File: config.mk
export PLATFORM = sky130hd
export DESIGN_NAME = ifu_fetch
export DESIGN_NICKNAME = d
export VERILOG_FILES = /design/src/rtl/ifu_fetch.sv
export SDC_FILE = /design/constraint.sdc
export NUM_CORES = 1
export LEC_CHECK = 0
export BUFFER_PORTS_ARGS = -buffer_cell sky130_fd_sc_hd__buf_2
export CELL_PAD_IN_SITES_DETAIL_PLACEMENT = 1
export CELL_PAD_IN_SITES_GLOBAL_PLACEMENT = 2
export CORE_ASPECT_RATIO = 1.4
export CORE_MARGIN = 4
export CORE_UTILIZATION = 30
export DETAILED_ROUTE_END_ITERATION = 10
export PLACE_DENSITY_LB_ADDON = 0.08
export SYNTH_ARGS = -nofsm -noshare
export SYNTH_HDL_FRONTEND = slang
export SYNTH_SLANG_ARGS = --single-unit
File: constraint.sdc
create_clock -name clk -period 8.1 [get_ports clk]
set_input_delay 1.62 -clock clk [delete_from_list [all_inputs] [get_ports clk]]
set_output_delay 1.62 -clock clk [all_outputs]
set_load 0.03 [all_outputs]
File: src/rtl/ifu_fetch.sv
// Instruction fetch unit: one outstanding imem request, 2-entry {pc, inst, fault} queue, redirect flush.
// Optional misaligned-redirect fault entry when IFU_MISALIGN_CHK_EN is defined.
module ifu_fetch #(
  parameter int              PC_W     = 64,
  parameter int              INST_W   = 32,
  parameter logic [PC_W-1:0] RESET_PC = 64'h8000_0000
) (
  input  logic              clk,
  input  logic              rst,
  input  logic              redirect_valid,
  input  logic [PC_W-1:0]   redirect_pc,
  output logic              imem_req_valid,
  input  logic              imem_req_ready,
  output logic [PC_W-1:0]   imem_req_addr,
  input  logic              imem_rsp_valid,
  input  logic [INST_W-1:0] imem_rsp_data,
  output logic              out_valid,
  input  logic              out_ready,
  output logic [INST_W-1:0] out_inst,
  output logic [PC_W-1:0]   out_pc,
  output logic              out_fault
);

  // Both channels transfer on a cycle where valid && ready; valid never waits on ready.
  typedef enum logic [2:0] {S_IDLE, S_REQ, S_WAIT, S_DRAIN, S_HALT} state_t;

  state_t            state;
  state_t            state_nxt;
  logic [PC_W-1:0]   fetch_pc;
  logic [PC_W-1:0]   q_pc [2];
  logic [INST_W-1:0] q_inst [2];
  logic [1:0]        count;

  logic req_fire;
  logic pop;
  logic push;
  logic wr_slot;
  logic outstanding_after;

`ifdef IFU_MISALIGN_CHK_EN
  logic [1:0] q_fault;
  logic       misalign;
  assign misalign = (redirect_pc[1:0] != 2'b00);
`endif

  assign req_fire = imem_req_valid && imem_req_ready;
  assign pop      = out_valid && out_ready;
  assign push     = (state == S_WAIT) && imem_rsp_valid && !redirect_valid;
  // Slot index after a same-cycle pop has shifted the queue down.
  assign wr_slot  = (count == 2'd2) || ((count == 2'd1) && !pop);
  // A request is still in flight after this edge, so its response must be swallowed.
  assign outstanding_after = ((state == S_REQ) && req_fire) ||
                             (((state == S_WAIT) || (state == S_DRAIN)) && !imem_rsp_valid);

  always_ff @(posedge clk or posedge rst) begin
    if (rst) state <= S_IDLE;
    else     state <= state_nxt;
  end

  always_comb begin
    state_nxt = state;
    if (redirect_valid) begin
      if (outstanding_after) state_nxt = S_DRAIN;
      else                   state_nxt = S_REQ;
`ifdef IFU_MISALIGN_CHK_EN
      if (misalign) state_nxt = S_HALT;
`endif
    end else begin
      case (state)
        S_IDLE:          state_nxt = S_REQ;
        S_REQ:           if (req_fire) state_nxt = S_WAIT;
        S_WAIT, S_DRAIN: if (imem_rsp_valid) state_nxt = S_REQ;
        default:         state_nxt = state;
      endcase
    end
  end

  always_comb begin
    imem_req_valid = (state == S_REQ) && (count != 2'd2);
    imem_req_addr  = fetch_pc;
    out_valid      = (count != 2'd0);
    out_pc         = q_pc[0];
    out_inst       = q_inst[0];
`ifdef IFU_MISALIGN_CHK_EN
    out_fault      = q_fault[0];
`else
    out_fault      = 1'b0;
`endif
  end

  always_ff @(posedge clk or posedge rst) begin
    if (rst) begin
      fetch_pc  <= RESET_PC;
      count     <= 2'd0;
      q_pc[0]   <= '0;
      q_pc[1]   <= '0;
      q_inst[0] <= '0;
      q_inst[1] <= '0;
`ifdef IFU_MISALIGN_CHK_EN
      q_fault   <= 2'b00;
`endif
    end else if (redirect_valid) begin
      count <= 2'd0;
`ifdef IFU_MISALIGN_CHK_EN
      fetch_pc <= redirect_pc;
      if (misalign) begin
        q_pc[0]    <= redirect_pc;
        q_inst[0]  <= '0;
        q_fault[0] <= 1'b1;
        count      <= 2'd1;
      end
`else
      fetch_pc <= redirect_pc & ~PC_W'(3);
`endif
    end else begin
      if (req_fire) fetch_pc <= fetch_pc + PC_W'(4);
      if (pop) begin
        q_pc[0]    <= q_pc[1];
        q_inst[0]  <= q_inst[1];
`ifdef IFU_MISALIGN_CHK_EN
        q_fault[0] <= q_fault[1];
`endif
      end
      // fetch_pc already advanced past the outstanding request.
      if (push) begin
        q_pc[wr_slot]    <= fetch_pc - PC_W'(4);
        q_inst[wr_slot]  <= imem_rsp_data;
`ifdef IFU_MISALIGN_CHK_EN
        q_fault[wr_slot] <= 1'b0;
`endif
      end
      count <= count + {1'b0, push} - {1'b0, pop};
    end
  end

endmodule

==> metrics.md <==
| Metric | Value |
|---|---|
| Core area | 0.0431 mm2 |
| Worst slew margin | 0.292 |
| Largest family of logic cells by synthesized area | simple AND/OR/NAND/NOR gates |
| Clock slew seen by the registers of the worst setup and hold paths | 60 ps |
| Yosys cell types | 47 |
| Most used cell, CP | buf_4 |
| Largest net degree at the start of global routing | 179 |
| Area growth from synthesis to layout | 15.3% |
| LEAKAGE | 6.58 nW |
| Commonest non-fill, non-tap cell in the layout | buf_2 |
| Post-synthesis simple-gate area fraction | 0.180 |
| CP cell instances | buf_4 > nor4bb_1 > inv_1 > nor2_4 > buf_4 > buf_4 > nand2_1 > a31oi_1 |
| Register area share after synthesis | 0.488 |
| 1st-pass router iterations | 4 |
| Synth Area in Compound Gates | 0.120 |
| # clock sinks | 256 |
| YS warnings | 0 |
| Overall global routing resource usage | 0.184 |
| Worst slack, placed | 3080 ps |
| Final worst setup slack | 3760 ps |
| Adder-cell share of the synthesized area | 0.00382 |
| Row count | 90 |
| Final hold viol count | 0 |
| WP data required | 8590 ps |
| Post-synth top flop | dfrtp_1 |
| Post-CTS Setup Bufs | 0 |
| FF+latch area | 0.00641 mm2 |
| WL per Instance | 20.9 um |
| Crit path time final | 4340 ps |
| EDFF count, synth | 0 |
| Initial core utilization | 0.304 |
| TritonCTS clock tree | built |
| Chip height | 255 um |
| DR iter-0 viols | 428 |
| CTS root buf | clkbuf_16 |
| Vias in the first global route | 11,100 |
| Synth Area in XOR/XNOR | 0.0808 |
| CTS buffer count | 30 |
| Worst endpoint data arrival time | 4820 ps |
| Final WL | 44.1 mm |
| Slew Limit Fails | 0 |
| Fin Setup TNS | 0 ps |
| Post-CTS Resized | 0 |
| Diode count | 0 |
| Layout Skew | 15.0 ps |
| Max VDD drop | 158 uV |
| Worst skew pair latency | 580 ps |
| Drt via density | 4.99 |
| Worst-path fanout max | 59 |
| Worst-margin pin slew | 1060 ps |
| Number of synthesized register bits | 256 |
| Worst path buffer plus inverter count | 4 |
| Die area | 0.0472 mm2 |
| Max Cap Violations | 0 |
| Async SR Flop Fraction | 1.00 |
| Final #Nets | 1,642 |
| Delay-heaviest family, CP | simple AND/OR/NAND/NOR gates |
| Worst hold slack | 470 ps |
| Post-CTS Hold Buffers | 0 |
| Status | complete, no violations |
| RD Place Congestion | 0.796 |
| Initial antenna violation count | 0 |
| Die Wd | 185 um |
| Final setup vio count | 0 |
| Most frequent cells in the layout | buf_2, dfrtp_1, nand2_1 |
| Worst setup SP type | primary input |
| DR vias | 10,500 |
| Layout fillers | 5,035 |
| RSZ-0062 raised after global routing | no |
| Fmax | 0.231 GHz |
| Dpl hpwl | 31.2 mm |
| Pwr/cell area | 307 mW/mm2 |
| GRT overflow | 0 |
| Mapped Avg Cell Area | 9.13 um2 |
| Hold Path Class | flop to flop |
| DR DRC count | 0 |
| Proportion of synthesized area in mux cells | 0.0325 |
| Maximum root-to-sink buffer count | 3 |
| H-tree depth | 1 |
| PortBufs | 259 |
| Synth Instances | 1,437 |
| Kind of critical path | primary input to flop |
| I/O pin count | 265 |
| Crit path capture type | flop |
| Worst path slowest cell | nor4bb_1 |
| Fin crit share | 0.535 |
| FF-to-FF setup slack | 4000 ps |
| Share of cells above drive strength 1 | 0.240 |
| Max incr delay on CP | 730 ps |
| Multi-input gate area | 0.00551 mm2 |
| Antenna-violating nets left | 0 |
| Mapped cell area | 0.0131 mm2 |
| First-pass GRT wire length | 68.8 mm |
-- synthesized netlist by cell type, types with 2 or more instances --
cell type | n | area, um2
dfrtp_1 | 255 | 6380
nand2_1 | 231 | 867
o21ai_0 | 130 | 651
clkbuf_1 | 102 | 383
buf_4 | 99 | 743
nor2_1 | 82 | 308
xnor2_1 | 80 | 701
a21oi_1 | 56 | 280
nor3_1 | 43 | 215
o22ai_1 | 41 | 257
xor2_1 | 41 | 359
mux2_2 | 37 | 417
a31oi_1 | 33 | 206
nand4_1 | 30 | 188
nand3_1 | 26 | 130
nor4_1 | 26 | 163
or3_1 | 19 | 119
inv_1 | 18 | 67.6
o21ai_1 | 16 | 80.1
or4_1 | 11 | 82.6
a21o_1 | 6 | 45.0
a22oi_1 | 5 | 37.5
or2_2 | 5 | 31.3
and3_1 | 4 | 25.0
ha_1 | 4 | 50.1
nand2b_1 | 4 | 25.0
nor3_2 | 4 | 40.0
and4_1 | 3 | 26.3
buf_1 | 3 | 11.3
and2_1 | 2 | 12.5
buf_6 | 2 | 22.5
nor2b_1 | 2 | 12.5
nor4_4 | 2 | 42.5
or4_4 | 2 | 22.5
-- sequential cells by signal (all words and copies together), names as in the netlist --
register	cells
out_pc	64
imem_req_addr	62
q_pc	62
out_inst	32
q_inst	32
count	2
state	2
-- worst register-to-register path: cells and delay by family (launching register included) --
family	cells	cell delay, ps
AOI/OAI and AO/OA	1	120
xor gates and xnor gates	1	250
DFF	1	510
and+or+nand+nor	4	2750
buffers and inverters	1	110
adders and majority gates	1	200
-- cell type report --
type                            instances  share of cell area
Timing Repair Buffer                  272              0.0932
Clock buffer                           43              0.0569
Multi-Input combinational cell        957               0.364
Clock inverter                         11              0.0113
Tap cell                              552              0.0457
Sequential cell                       256               0.424
Inverter                               19             0.00497
-- path summary, 6_finish.rpt --
kind                                  start           to  cells after the start
hold / removal                   out_pc[15]   out_pc[15]                      1
setup reg to reg           imem_req_addr[2]     q_pc[52]                      8
max in group asynchronous               rst    out_pc[1]                      3
setup / recovery             redirect_valid  out_inst[0]                      8
min in group asynchronous               rst    out_pc[7]                      2
hold reg to reg                  out_pc[15]   out_pc[15]                      1
-- power by group --
group | total, mW | internal [mW] | switching, mW
Sequential | 1.80 | 1.57 | 0.231
Combinational | 1.42 | 0.440 | 0.977
Clock | 1.43 | 0.861 | 0.567
Total | 4.64 | 2.87 | 1.77
-- kinds of logic after synthesis --
logic type,Yosys count
AO/OA/AOI/OAI,289
XOR/XNOR,121
adder cells (fa/ha/maj),4
buffers and inverters,226
flip-flops,256
multiplexers,38
other,1
AND/OR/NAND/NOR,502
-- layer usage --
metal / vias up / global-route usage / wire [um] / part of all wire
met1: 5245 / 0.227 / 18100 / 0.41
met3: 45 / 0.0282 / 1890 / 0.043
li1: 5023 / - / - / -
met5: - / 0 / 0 / 0
met4: 0 / 0.0426 / 872 / 0.020
met2: 207 / 0.337 / 23200 / 0.53
-- metrics by stage --
step,utilization,power (mW),std cells,instance area (um2)
after CTS,0.351,4.74,2110,15100
after global routing,0.351,4.93,2110,15100
after detailed placement,0.327,3.28,2056,14100
after floorplan,-,3.03,1439,13100
final,0.351,4.64,2110,15100
after global placement,0.327,3.25,2056,14100
Power figures use the tool's default switching activity.
